<file path="config.mk">
export PLATFORM = sky130hd
export DESIGN_NAME = rmii_transmit_framer
export DESIGN_NICKNAME = d
export VERILOG_FILES = /design/src/rtl/rmii_transmit_pkg.sv /design/src/rtl/ethernet_crc32.sv /design/src/rtl/rmii_transmit_framer.sv
export SDC_FILE = /design/constraint.sdc
export NUM_CORES = 1
export LEC_CHECK = 0
export ABC_AREA = 1
export CORE_MARGIN = 2
export CORE_UTILIZATION = 44
export CTS_BUF_LIST = sky130_fd_sc_hd__clkbuf_8 sky130_fd_sc_hd__clkbuf_16
export DETAILED_ROUTE_END_ITERATION = 10
export DONT_BUFFER_PORTS = 1
export GPL_TIMING_DRIVEN = 0
export HOLD_SLACK_MARGIN = 0.03
export PLACE_DENSITY = 0.57
export SLEW_MARGIN = 20
export SYNTH_ARGS = -nofsm -noshare
export SYNTH_HDL_FRONTEND = slang
export SYNTH_SLANG_ARGS = --single-unit
</file>
<file path="constraint.sdc">
create_clock -name clock -period 2 [get_ports clock]
set_clock_uncertainty 0.1 [all_clocks]
set_input_delay 0.1 -clock clock [delete_from_list [all_inputs] [get_ports clock]]
set_output_delay 0.1 -clock clock [all_outputs]
set_load 0.05 [all_outputs]
</file>
<file path="src/rtl/rmii_transmit_pkg.sv">
// Shared types and constants for the RMII transmit framer and the matching receive path.
// Contains the byte-wide reflected CRC-32 step used by ethernet_crc32.
package rmii_transmit_pkg;

  typedef enum logic [2:0] {
    ST_IDLE     = 3'd0,
    ST_PREAMBLE = 3'd1,
    ST_SFD      = 3'd2,
    ST_DATA     = 3'd3,
    ST_PAD      = 3'd4,
    ST_FCS      = 3'd5,
    ST_GAP      = 3'd6
  } tx_state_t;

  localparam logic [7:0]  PREAMBLE_BYTE   = 8'h55;
  localparam logic [7:0]  SFD_BYTE        = 8'hD5;
  localparam logic [31:0] CRC32_POLY      = 32'hEDB88320;
  localparam logic [31:0] CRC32_INIT      = 32'hFFFFFFFF;
  localparam int          PREAMBLE_DIBITS = 28;

  // LSB-first CRC-32 over one byte, matching wire bit order.
  function automatic logic [31:0] crc32_byte(input logic [31:0] crc, input logic [7:0] data);
    logic [31:0] c;
    c = crc;
    for (int i = 0; i < 8; i++) begin
      c = (c >> 1) ^ ((c[0] ^ data[i]) ? CRC32_POLY : 32'h0);
    end
    return c;
  endfunction

endpackage

</file>
<file path="src/rtl/ethernet_crc32.sv">
// Byte-wide Ethernet CRC-32 accumulator with synchronous clear; shared by TX and RX paths.
module ethernet_crc32
  import rmii_transmit_pkg::*;
(
  input  logic        clock,
  input  logic        reset,
  input  logic        clear,
  input  logic        enable,
  input  logic [7:0]  data,
  output logic [31:0] crc
);

  always_ff @(posedge clock or posedge reset) begin
    if (reset) begin
      crc <= CRC32_INIT;
    end else if (clear) begin
      crc <= CRC32_INIT;
    end else if (enable) begin
      crc <= crc32_byte(crc, data);
    end
  end

endmodule

</file>
<file path="src/rtl/rmii_transmit_framer.sv">
// RMII transmit framer: preamble/SFD, byte stream, zero padding, optional FCS, then gap.
// Define RMII_TRANSMIT_FCS_EN to append the CRC-32 FCS; otherwise the core supplies it.
module rmii_transmit_framer
  import rmii_transmit_pkg::*;
#(
  parameter int MINIMUM_FRAME_BYTES    = 60,
  parameter int INTER_PACKET_GAP_BYTES = 12
) (
  input  logic       clock,
  input  logic       reset,
  input  logic [8:0] transmit_data,
  input  logic       transmit_data_enable,
  output logic       transmit_data_ready,
  output logic [1:0] rmii_transmit_data,
  output logic       rmii_transmit_data_valid,
  output logic       transmit_busy,
  output logic       transmit_underrun,
  output logic [2:0] debug_state
);

  // Handshake: a byte moves when transmit_data_ready and transmit_data_enable are both high
  // on a rising clock edge; enable must be held with stable data until that edge.
  localparam int GAP_CLOCKS = 4 * INTER_PACKET_GAP_BYTES;
  localparam int CNT_MAX    = (GAP_CLOCKS > PREAMBLE_DIBITS) ? GAP_CLOCKS : PREAMBLE_DIBITS;
  localparam int CNT_W      = $clog2(CNT_MAX + 1);
  localparam logic [CNT_W-1:0] PRE_LAST  = CNT_W'(PREAMBLE_DIBITS - 1);
  localparam logic [CNT_W-1:0] BYTE_LAST = CNT_W'(3);
  localparam logic [CNT_W-1:0] FCS_LAST  = CNT_W'(15);
  localparam logic [CNT_W-1:0] GAP_LAST  = CNT_W'(GAP_CLOCKS - 1);
`ifdef RMII_TRANSMIT_FCS_EN
  localparam tx_state_t BODY_DONE = ST_FCS;
`else
  localparam tx_state_t BODY_DONE = ST_GAP;
`endif

  tx_state_t        state, state_n;
  logic [CNT_W-1:0] cnt, cnt_n;
  logic [7:0]       shift, shift_n;
  logic             last, last_n;
  logic [10:0]      byte_cnt;
  logic             take, pad_load, starve, frame_start, pad_needed;
  logic             valid_n, ready_n;
  logic [1:0]       dibit_n;

  assign take       = transmit_data_ready & transmit_data_enable;
  assign pad_needed = int'(byte_cnt) < MINIMUM_FRAME_BYTES;
  assign shift_n    = take ? transmit_data[7:0] : (pad_load ? 8'h00 : shift);
  assign last_n     = take ? transmit_data[8] : last;
  assign debug_state = state;

`ifdef RMII_TRANSMIT_FCS_EN
  logic [31:0] crc;
  logic [31:0] fcs;

  ethernet_crc32 u_crc (
    .clock  (clock),
    .reset  (reset),
    .clear  (frame_start),
    .enable (take | pad_load),
    .data   (take ? transmit_data[7:0] : 8'h00),
    .crc    (crc)
  );
  assign fcs = ~crc;
`endif

  always_ff @(posedge clock or posedge reset) begin
    if (reset) begin
      state                    <= ST_IDLE;
      cnt                      <= '0;
      shift                    <= '0;
      last                     <= 1'b0;
      byte_cnt                 <= '0;
      transmit_data_ready      <= 1'b0;
      rmii_transmit_data       <= 2'b00;
      rmii_transmit_data_valid <= 1'b0;
      transmit_busy            <= 1'b0;
      transmit_underrun        <= 1'b0;
    end else begin
      state <= state_n;
      cnt   <= cnt_n;
      shift <= shift_n;
      last  <= last_n;
      if (frame_start) begin
        byte_cnt <= '0;
      end else if ((take || pad_load) && byte_cnt != 11'h7FF) begin
        byte_cnt <= byte_cnt + 11'd1;
      end
      transmit_data_ready      <= ready_n;
      rmii_transmit_data       <= dibit_n;
      rmii_transmit_data_valid <= valid_n;
      transmit_busy            <= (state_n != ST_IDLE);
      transmit_underrun        <= starve;
    end
  end

  always_comb begin
    state_n     = state;
    cnt_n       = cnt + 1'b1;
    pad_load    = 1'b0;
    starve      = 1'b0;
    frame_start = 1'b0;
    case (state)
      ST_IDLE: begin
        cnt_n = '0;
        if (transmit_data_enable) begin
          state_n     = ST_PREAMBLE;
          frame_start = 1'b1;
        end
      end
      ST_PREAMBLE: begin
        if (cnt == PRE_LAST) begin
          state_n = ST_SFD;
          cnt_n   = '0;
        end
      end
      // Byte boundary: fetch the next byte, pad, or finish the body.
      ST_SFD, ST_DATA, ST_PAD: begin
        if (cnt == BYTE_LAST) begin
          cnt_n = '0;
          if (transmit_data_ready) begin
            if (transmit_data_enable) begin
              state_n = ST_DATA;
            end else begin
              state_n = ST_GAP;
              starve  = 1'b1;
            end
          end else if (pad_needed) begin
            state_n  = ST_PAD;
            pad_load = 1'b1;
          end else begin
            state_n = BODY_DONE;
          end
        end
      end
      ST_FCS: begin
        if (cnt == FCS_LAST) begin
          state_n = ST_GAP;
          cnt_n   = '0;
        end
      end
      // The idle check for a waiting frame is folded into the last gap clock,
      // so back-to-back frames are spaced by exactly the gap.
      ST_GAP: begin
        if (cnt == GAP_LAST) begin
          cnt_n = '0;
          if (transmit_data_enable) begin
            state_n     = ST_PREAMBLE;
            frame_start = 1'b1;
          end else begin
            state_n = ST_IDLE;
          end
        end
      end
      default: begin
        state_n = ST_IDLE;
        cnt_n   = '0;
      end
    endcase
  end

  always_comb begin
    valid_n = 1'b0;
    dibit_n = 2'b00;
    ready_n = 1'b0;
    case (state_n)
      ST_PREAMBLE: begin
        valid_n = 1'b1;
        dibit_n = PREAMBLE_BYTE[{cnt_n[1:0], 1'b0} +: 2];
      end
      ST_SFD: begin
        valid_n = 1'b1;
        dibit_n = SFD_BYTE[{cnt_n[1:0], 1'b0} +: 2];
        ready_n = (cnt_n == BYTE_LAST);
      end
      ST_DATA: begin
        valid_n = 1'b1;
        dibit_n = shift_n[{cnt_n[1:0], 1'b0} +: 2];
        ready_n = (cnt_n == BYTE_LAST) && !last_n;
      end
      ST_PAD: begin
        valid_n = 1'b1;
      end
`ifdef RMII_TRANSMIT_FCS_EN
      ST_FCS: begin
        valid_n = 1'b1;
        dibit_n = fcs[{cnt_n[3:0], 1'b0} +: 2];
      end
`endif
      default: begin
        valid_n = 1'b0;
      end
    endcase
  end

endmodule

</file>
==> impl_metrics.env, run 1 <==
export IMPL_outcome="finished clean"
export IMPL_finalCritPeriodShare=0.973
export IMPL_synth_edf_count=0
export IMPL_clk_latency_ps=300
export IMPL_min_period_ps=1950
export IMPL_ys_ff_latch=35
export IMPL_synthesis_area_um2=2090
export IMPL_grt_max_degree=36
export IMPL_core_um2=4660
export IMPL_die_x_um=73.0
export IMPL_syn_area_per_cell_um2=8.17
export IMPL_worstPathRequired_ps=2070
export IMPL_ys_types=36
export IMPL_maxCapViolCount=0
export IMPL_wl_mm=4.59
export IMPL_synth_fp_nets=270
export IMPL_diodes=0
export IMPL_synthCells=256
export IMPL_synthTopCellsByArea="dfrtp_1 42%, nand2_1 11%, nand3_1 6.7%"
export IMPL_yosys_warnings=0
export IMPL_yosysSeqAreaShare=0.419
export IMPL_grt_setup_unrepaired="true"
export IMPL_ys_async_sr_fraction=1.00
export IMPL_cts_tree="done"
export IMPL_crit_arrival_ps=2020
export IMPL_vdd_ir_drop_max_v=0.000345
export IMPL_power_leakage_nw=1.25
export IMPL_num_nets_final=299
export IMPL_cp_max_fo=6
export IMPL_yosys_area_top_type="dfrtp_1"
export IMPL_synth_xor_xnor_area_share=0.0293
export IMPL_power_density_nw_per_um2=473
export IMPL_routabilityCongestion=0.733
export IMPL_antenna_left=0
export IMPL_yosysTopAreaCellShare=0.419
export IMPL_clk_pin_slew_worst_paths_ps=80
export IMPL_post_drt_wl_per_cell_um=13.5
export IMPL_firstDrtPassIters=4
export IMPL_slew_headroom=0.518
export IMPL_vias_per_cell=5.14
export IMPL_worstMarginPinSlew_ps=722
export IMPL_hp_class="input port to register"
export IMPL_slowest_delay_ps=600
export IMPL_critical_path_class="register to register"
export IMPL_reg2reg_slack_ps=50
export IMPL_io_buffers=0
export IMPL_cts_max_path_buffers=2
export IMPL_end_kind="register"
export IMPL_htree_levels=2
export IMPL_setup_viol=0
export IMPL_grt_pass1_wl_mm=7.73
export IMPL_gr_total_overflow=0
export IMPL_cts_num_sinks=35
export IMPL_start_util=0.449
export IMPL_timing_final_max_slew_violations=0
export IMPL_synth_most_common_cell="nand2_1"
export IMPL_dieArea_um2=5320
export IMPL_drt_initial_drc_count=88
export IMPL_numCtsBuffers=5
export IMPL_hold_viol=0
export IMPL_worst_setup_path_start_kind="register"
export IMPL_synth_top_family_by_area="simple AND/OR/NAND/NOR gates"
export IMPL_die_h_um=73.0
export IMPL_fmax_mhz=514
export IMPL_track_usage=0.191
export IMPL_hpwl_mm=3.17
export IMPL_synth_ff_type="dfrtp_1"
export IMPL_drc=0
export IMPL_yosys_area_share_simple=0.400
export IMPL_layout_drive_gt1_share=0.318
export IMPL_synth_common_cells="61 x nand2_1, 35 x dfrtp_1, 28 x nand3_1"
export IMPL_rows=25
export IMPL_detailroute_via_count=1749
export IMPL_area_growth_syn_to_layout_pct=24.9
export IMPL_io_pins=21
export IMPL_root_buffer="clkbuf_8"
export IMPL_finalSetupTns_ps=0
export IMPL_cp_cell_sequence="inv_2 -> nand2_2 -> a21oi_4 -> nand2_2 -> nand2_4 -> nor2_8 -> nor2_4 -> nand3_2 -> nand2_1 -> nand2_1 -> nand2_2 -> a21oi_2"
export IMPL_p_total_w=0.00124
export IMPL_synth_compound_gate_area_share=0.0789
export IMPL_muxShareOfSynthArea=0
export IMPL_grt_pass1_vias=1662
export IMPL_antenna_found_initial=0
export IMPL_synthAdderAreaFrac=0.0120
export IMPL_crit_slowest_cell="dfrtp_4"
export IMPL_cpMostUsedCell="nand2_2"
==> layout by cell type (no fill, tap or decap), drive strengths merged, types with 4 or more instances in the layout <==
cell,synthesis,final
nand2,71,71
nor2,41,41
dfrtp,35,35
nand3,32,32
inv,27,30
buf,1,12
dlygate4sd3,0,11
o21ai,11,11
nor3,6,6
clkbuf,1,6
xor2,5,5
nand4,5,5
a21oi,4,4
==> kinds of logic (layout without fill, tap and decap cells) <==
| group | count (synthesis) | after routing |
|---|---|---|
| AND/OR/NAND/NOR | 159 | 159 |
| flip-flops | 35 | 35 |
| buffers and inverters | 32 | 62 |
| AO/OA/AOI/OAI | 21 | 21 |
| XOR/XNOR | 7 | 7 |
| adder cells (fa/ha/maj) | 2 | 2 |
==> path summary, 6_finish.rpt <==
path                                           from  depth (start not counted)                               to
max in group asynchronous                     reset                          2         debug_state[2]$_DFF_PP0_
min reg2reg                      shift[0]$_DFF_PP0_                          2               shift[0]$_DFF_PP0_
min                            transmit_data_enable                          4               shift[6]$_DFF_PP0_
max                        debug_state[0]$_DFF_PP0_                         12  rmii_transmit_data[0]$_DFF_PP0_
min in group asynchronous                     reset                          2               shift[1]$_DFF_PP0_
max reg2reg                debug_state[0]$_DFF_PP0_                         12  rmii_transmit_data[0]$_DFF_PP0_
==> report_power, final <==
group | internal (W) | switching [W]
clock network | 0.000238 | 0.000260
registers | 0.000707 | 0
logic | 0.0000144 | 0.0000162
==> timing repair <==
item | CTS | global route
hold buffers | 11 | 0
resized for setup | 20 | 33
hold endpoints to repair | 45 | 0
pin swaps | 4 | 18
endpoints found under the setup margin | 15 | 15
setup buffers | 5 | 7
==> flip-flops by register name, indices dropped and copies added (netlist names) <==
signal	count
last	1
transmit_data_ready	1
shift	8
transmit_busy	1
transmit_underrun	1
rmii_transmit_data	2
byte_cnt	11
rmii_transmit_data_valid	1
debug_state	3
cnt	6
==> routing by layer <==
layer,share of wire,vias to the layer above,wire length [µm],global-route usage
li1,-,886,-,-
met1,0.47,826,2160,0.249
met3,0.031,8,141,0.0414
met5,0,-,0,0
met4,0.019,0,85,0.0802
met2,0.48,29,2200,0.308
==> stage by stage <==
step	setup slack (ps)	utilization	cell area [µm²]	cells	hold WS (ps)
6_report	53.5	0.561	2610	340	22.7
2_1_floorplan	47.8	-	2090	256	70.9
3_3_place_gp	-282	0.463	2160	310	93.3
3_5_place_dp	-269	0.463	2160	310	52.1
4_1_cts	6.85	0.526	2450	334	62.6
5_1_grt	-70.8	0.561	2610	340	44.3
==> area by class of cell <==
cell class / count / area [µm²]
flip-flops and latches: 35 / 891
multi-input cells: 189 / 1220
clock inverters: 3 / 16.3
inverters: 30 / 116
repair buffers: 22 / 213
clock buffers: 5 / 68.8
plain buffers: 2 / 16.3
fillers: 431 / 2050
well taps: 54 / 67.6
==> critical path, delay by kind of cell, from the launching register on <==
family	cells	cell delay (ps)
AOI/OAI and AO/OA	2	270
buffers and inverters	1	100
DFF	1	600
and+or+nand+nor	9	740
Power figures use the tool's default switching activity.
==> run 2: changes to the inputs <==
--- a/config.mk
+++ b/config.mk
@@ -13,7 +13,7 @@
 export DONT_BUFFER_PORTS = 1
 export GPL_TIMING_DRIVEN = 0
 export HOLD_SLACK_MARGIN = 0.03
-export PLACE_DENSITY = 0.57
+export PLACE_DENSITY = 0.64
 export SLEW_MARGIN = 20
 export SYNTH_ARGS = -nofsm -noshare
 export SYNTH_HDL_FRONTEND = slang
==> constraint.sdc (replaced) <==
create_clock -name clock -period 1.9 [get_ports clock]
set_clock_uncertainty 0.1 [all_clocks]
set_input_delay 0.095 -clock clock [delete_from_list [all_inputs] [get_ports clock]]
set_output_delay 0.095 -clock clock [all_outputs]
set_load 0.05 [all_outputs]
==> run 2 against run 1 <==
Effect of this change:
- critical path depth down 1
- highest routed layer unchanged
- critical endpoint unchanged
- sequential power up 5.2%
- global-route usage down 0.75 points
- setup slack worse by 120 ps
- sequential share of layout area up 0.050 points
- the flow now finishes with violations (negative setup slack)
- combinational power up 8.2%
- total power up 9.7%
- final area down 0.29%
- maximum frequency down 1.1%
- routed wire length down 1.4%
- non-clock buffer count down 2
==> impl_metrics.env, run 2 (synthesis gave the netlist of run 1 again) <==
export IMPL_outcome="finished with violations"
export IMPL_violations="negative setup slack"
export IMPL_grt_setup_unrepaired="true"
export IMPL_clk_latency_ps=290
export IMPL_finalCritPeriodShare=1.04
export IMPL_postPlaceCellArea_um2=2160
export IMPL_wl_mm=4.52
export IMPL_gr_total_overflow=0
export IMPL_timing_final_max_slew_violations=0
export IMPL_dieArea_um2=5320
export IMPL_netSwitchingPower_w=0.000300
export IMPL_numCtsBuffers=5
export IMPL_power_density_nw_per_um2=520
export IMPL_power_leakage_nw=1.23
export IMPL_die_h_um=73.0
export IMPL_worstMarginPinSlew_ps=737
export IMPL_htree_levels=2
export IMPL_vias_per_cell=5.14
export IMPL_p_total_w=0.00135
export IMPL_combPwrFrac=0.024
export IMPL_place_ws_ps=-286
export IMPL_critical_path_class="register to register"
export IMPL_stdcell_area_um2=2610
export IMPL_area_growth_syn_to_layout_pct=24.6
export IMPL_fmax_mhz=508
export IMPL_cts_num_sinks=35
export IMPL_antenna_found_initial=0
export IMPL_largest_register_ffs=11
export IMPL_grt_pass1_wl_mm=7.49
export IMPL_finalSetupTns_ps=-605
export IMPL_routabilityCongestion=0.801
export IMPL_hpwl_mm=3.10
export IMPL_root_buffer="clkbuf_8"
export IMPL_cp_max_fo=6
export IMPL_diodes=0
export IMPL_min_period_ps=1970
export IMPL_final_cell_mix="51 x nand2_1, 30 x dfrtp_1, 26 x nand3_1, 24 x nor2_1, 23 x inv_1"
export IMPL_drc=0
export IMPL_p_int_w=0.00106
export IMPL_top_register="byte_cnt"
export IMPL_final_common_cell="nand2_1"
export IMPL_numPlacedInstances=310
export IMPL_vdd_ir_drop_max_v=0.000427
export IMPL_antenna_left=0
export IMPL_die_x_um=73.0
export IMPL_end_kind="register"
export IMPL_seq_power_share=0.549
export IMPL_detailroute_via_count=1742
export IMPL_stdcell_count=339
export IMPL_grt_pass1_vias=1668
export IMPL_start_util=0.449
export IMPL_swShare=0.221
export IMPL_slew_headroom=0.508
export IMPL_worstPathRequired_ps=2020
export IMPL_worst_setup_path_start_kind="register"
export IMPL_cts_max_path_buffers=2
export IMPL_drt_initial_drc_count=90
export IMPL_hold_viol=0
export IMPL_rows=25
export IMPL_clkPwrFrac=0.426
export IMPL_post_drt_wl_per_cell_um=13.3
export IMPL_setup_ws_ps=-68.1
export IMPL_clk_pin_slew_worst_paths_ps=80
export IMPL_maxCapViolCount=0
export IMPL_setup_viol=13
export IMPL_hp_class="input port to register"
export IMPL_grt_max_degree=36
export IMPL_track_usage=0.184
export IMPL_io_buffers=0
export IMPL_core_um2=4660
export IMPL_largestRegisters="byte_cnt x11, shift x8, cnt x6"
export IMPL_firstDrtPassIters=4
export IMPL_layout_drive_gt1_share=0.312
export IMPL_crit_arrival_ps=2080
export IMPL_num_nets_final=298
export IMPL_cts_tree="done"
export IMPL_io_pins=21
run 2: cell count changes in the layout (fill, tap and decap cells not counted), sizes merged:
cell	before	now
buf	12	10
nand3	32	33
clkbuf	6	7
clkinv	2	4
inv	30	27
run 2: worst max-delay path, stage by stage, from the launching register on:
cell	delay [ps]
dfrtp_4	600
nand2_1	170
nand3_1	160
a21oi_1	140
nand2_1	60
nand2_1	150
nand2_2	80
nor2_2	130
nor2_1	50
nand2_1	60
nand2_1	50
a21oi_1	140
run 2: worst paths after layout:
| check | cells after the start | slack (ps) | start | end |
|---|---|---|---|---|
| setup / recovery | 11 | -70 | debug_state[2]$_DFF_PP0_ | rmii_transmit_data[0]$_DFF_PP0_ |
| hold / removal | 3 | 80 | transmit_data_enable | byte_cnt[2]$_DFFE_PP0P_ |
| setup reg to reg | 11 | -70 | debug_state[2]$_DFF_PP0_ | rmii_transmit_data[0]$_DFF_PP0_ |
| hold reg to reg | 2 | 400 | shift[3]$_DFF_PP0_ | shift[3]$_DFF_PP0_ |
| max in group asynchronous | 2 | 870 | reset | debug_state[2]$_DFF_PP0_ |
| min in group asynchronous | 2 | 280 | reset | rmii_transmit_data_valid$_DFF_PP0_ |
run 2: repair_timing:
item                                    4_1_cts  5_1_grt
endpoints found under the hold margin        45        0
hold buffers                                 11        0
setup buffers                                 4        4
pin swaps                                     6        8
cloned                                        2        0
gates resized for setup                      22       21
endpoints found under the setup margin       16       15
run 2: layer usage:
metal  GRT usage  wire length [µm]  vias to the layer above
li1            -                 -                      880
met1       0.225              2010                      830
met2       0.321              2320                       27
met3      0.0442               152                        5
met4      0.0535                41                        0
met5           0                 0                        -
run 2: layout make-up:
type / count / area [µm²]
multi-input combinational: 190 / 1220
sequential: 35 / 890
fill: 448 / 2050
inverter: 30 / 116
clock inverter: 2 / 16.3
buffer: 2 / 16.3
tap: 54 / 67.6
clock buffer: 6 / 82.6
timing repair buffer: 20 / 198
run 2: power groups by stage:
stage | sequential, W | clock (W) | combinational (W)
CTS | 0.000744 | 0.000596 | 0.0000337
global placement | 0.000759 | 0 | 0.0000154
detailed placement | 0.000759 | 0 | 0.0000155
floorplan | 0.000759 | 0 | 0.0000110
global route | 0.000744 | 0.000626 | 0.0000375
finish | 0.000744 | 0.000578 | 0.0000331
run 2: stage by stage:
stage / utilization / hold slack (ps)
after global routing: 0.559 / 109
after global placement: 0.464 / 90.2
final: 0.559 / 75.2
after floorplan: - / 65.9
after detailed placement: 0.464 / 44.1
after CTS: 0.534 / 73.5
==> run 3: changes to the inputs <==
==> constraint.sdc (replaced) <==
create_clock -name clock -period 2.1 [get_ports clock]
set_clock_uncertainty 0.1 [all_clocks]
set_input_delay 0.105 -clock clock [delete_from_list [all_inputs] [get_ports clock]]
set_output_delay 0.105 -clock clock [all_outputs]
set_load 0.05 [all_outputs]
==> run 3 against run 2 <==
Effect of this change:
- the run now ends clean
- global-route usage up 0.20 points
- sequential cell count did not move
- register-to-register slack improved by 180 ps
- combinational power shrank 11%
- die area is the same
- non-clock buffer count decreased by 3
- utilization is 1.9 points lower
- count of clock-buffer cells in the layout fell by 1
- maximum frequency is 0.76% lower
- clock power increased by 6.6%
- sequential share of layout area is 1.0 points higher
- via count decreased by 3.6%
- critical endpoint unchanged
==> impl_metrics.env, run 3 (synthesis gave the netlist of run 1 again) <==
export IMPL_outcome="finished clean"
export IMPL_dieArea_um2=5320
export IMPL_firstDrtPassIters=4
export IMPL_wl_mm=4.39
export IMPL_slowest_delay_ps=560
export IMPL_cts_tree="done"
export IMPL_r2r_worst_path_cells=12
export IMPL_final_common_cell="nand2_1"
export IMPL_stdcell_area_um2=2520
export IMPL_antenna_found_initial=0
export IMPL_grt_max_degree=36
export IMPL_cp_max_fo=6
export IMPL_root_buffer="clkbuf_8"
export IMPL_routabilityCongestion=0.813
export IMPL_grt_pass1_vias=1614
export IMPL_largestRegisters="byte_cnt x11, shift x8, cnt x6"
export IMPL_power_leakage_nw=1.22
export IMPL_drc=0
export IMPL_die_x_um=73.0
export IMPL_r2r_end="rmii_transmit_data[0]$_DFF_PP0_"
export IMPL_track_usage=0.186
export IMPL_area_growth_syn_to_layout_pct=20.3
export IMPL_cts_max_path_buffers=2
export IMPL_fmax_mhz=504
export IMPL_crit_family="simple AND/OR/NAND/NOR gates"
export IMPL_path_depth=12
export IMPL_io_buffers=0
export IMPL_gr_total_overflow=0
export IMPL_postPlaceCellArea_um2=2160
export IMPL_critical_path_class="register to register"
export IMPL_min_period_ps=1980
export IMPL_final_cell_mix="58 x nand2_1, 30 x dfrtp_1, 27 x nand3_1, 24 x inv_1, 24 x nor2_1"
export IMPL_rows=25
export IMPL_top_register="byte_cnt"
export IMPL_numCtsBuffers=5
export IMPL_core_um2=4660
export IMPL_vias_per_cell=5.01
export IMPL_clk_latency_ps=290
export IMPL_setup_viol=0
export IMPL_hold_ws_ps=71.7
export IMPL_post_drt_wl_per_cell_um=13.1
export IMPL_maxCapViolCount=0
export IMPL_cp_cell_sequence="nand2_2 -> inv_1 -> a21oi_4 -> nand2_2 -> nand2_4 -> nor2_8 -> nor2_4 -> nand3_2 -> nand2_1 -> nand2_1 -> nand2_1 -> a21oi_2"
export IMPL_worstPathRequired_ps=2180
export IMPL_detailroute_via_count=1679
export IMPL_largest_register_ffs=11
export IMPL_reg2reg_slack_ps=120
export IMPL_regArea_um2=885
export IMPL_power_density_nw_per_um2=524
export IMPL_cts_num_sinks=35
export IMPL_fillers=430
export IMPL_r2r_start="debug_state[2]$_DFF_PP0_"
export IMPL_hold_viol=0
export IMPL_antenna_left=0
export IMPL_layout_drive_gt1_share=0.267
export IMPL_num_nets_final=294
export IMPL_crit_arrival_ps=2060
export IMPL_hp_class="input port to register"
export IMPL_multi_input_area_um2=1150
export IMPL_hpwl_mm=3.06
export IMPL_io_pins=21
export IMPL_timing_final_max_slew_violations=0
export IMPL_htree_levels=2
export IMPL_worstMarginPinSlew_ps=732
export IMPL_grt_pass1_wl_mm=7.54
export IMPL_end_kind="register"
export IMPL_p_total_w=0.00132
export IMPL_worst_setup_path_start_kind="register"
export IMPL_clk_pin_slew_worst_paths_ps=80
export IMPL_crit_slowest_cell="dfrtp_2"
export IMPL_drt_initial_drc_count=102
export IMPL_cpMostUsedCell="nand2_1"
export IMPL_finalCritPeriodShare=0.944
export IMPL_die_h_um=73.0
export IMPL_diodes=0
export IMPL_start_util=0.449
export IMPL_startpoint="debug_state[2]$_DFF_PP0_"
export IMPL_vdd_ir_drop_max_v=0.000394
export IMPL_cp_endpoint="rmii_transmit_data[0]$_DFF_PP0_"
export IMPL_slew_headroom=0.511
export IMPL_critPathBufInv=1
-- run 3: changes by cell type in the layout (fill, tap and decap cells not counted), moves of 2 or more --
cell	previous run	this run
dfrtp_4	3	1
nand2_1	51	58
nand2_2	16	10
buf_6	3	1
dfrtp_2	2	4
nand3_4	4	1
nor2_4	8	6
nor2_2	7	9
-- run 3: cell type report --
cell class,instances,share of cell area
Buffer,2,0.00646
Clock buffer,5,0.0273
Clock inverter,3,0.0174
Inverter,30,0.0467
Multi-Input combinational cell,189,0.457
Sequential cell,35,0.352
Tap cell,54,0.0269
Timing Repair Buffer,17,0.0666
-- run 3: worst min path at each step --
stage	cells past startpoint	slack, ps	start	end
5_1_grt	3	70	transmit_data_enable	byte_cnt[2]$_DFFE_PP0P_
3_3_place_gp	1	80	transmit_data_enable	transmit_underrun$_DFF_PP0_
2_1_floorplan	1	80	transmit_data_enable	transmit_underrun$_DFF_PP0_
4_1_cts	3	100	transmit_data_enable	byte_cnt[2]$_DFFE_PP0P_
6_report	3	70	transmit_data_enable	byte_cnt[2]$_DFFE_PP0P_
3_5_place_dp	1	70	reset	byte_cnt[8]$_DFFE_PP0P_
-- run 3: power by group --
part           internal (W)  switching (W)
Sequential         0.000673              0
Combinational     0.0000138      0.0000158
Clock              0.000353       0.000263
-- run 3: metal layers --
layer | part of all wire | up-vias | track usage
li1 | - | 875 | -
met5 | 0 | - | 0
met2 | 0.51 | 25 | 0.309
met1 | 0.44 | 774 | 0.241
met3 | 0.034 | 5 | 0.0511
met4 | 0.0082 | 0 | 0.0432
-- run 3: stage by stage --
stage               TNS (ps)   util  setup slack (ps)  cells
detailed placement      -661  0.463              -120    310
CTS                        0  0.513              20.8    329
floorplan                  0      -               148    256
global placement        -443  0.463              -104    310
finish                     0  0.540               117    335
global route           -19.3  0.540             -19.3    335
-- run 3: what timing repair did --
action / CTS / global route
buffers inserted: 0 / 6
endpoints found under the setup margin: 13 / 15
hold buffers: 11 / 0
pin swaps: 0 / 5
resized for setup: 5 / 20
endpoints found under the hold margin: 45 / 0
-- run 3: worst register-to-register path, cell delays in order, from the launching register on --
cell,delay (ps)
dfrtp_2,560
nand2_2,160
inv_1,80
a21oi_4,200
nand2_2,110
nand2_4,110
nor2_8,50
nor2_4,170
nand3_2,80
nand2_1,60
nand2_1,50
nand2_1,80
a21oi_2,60
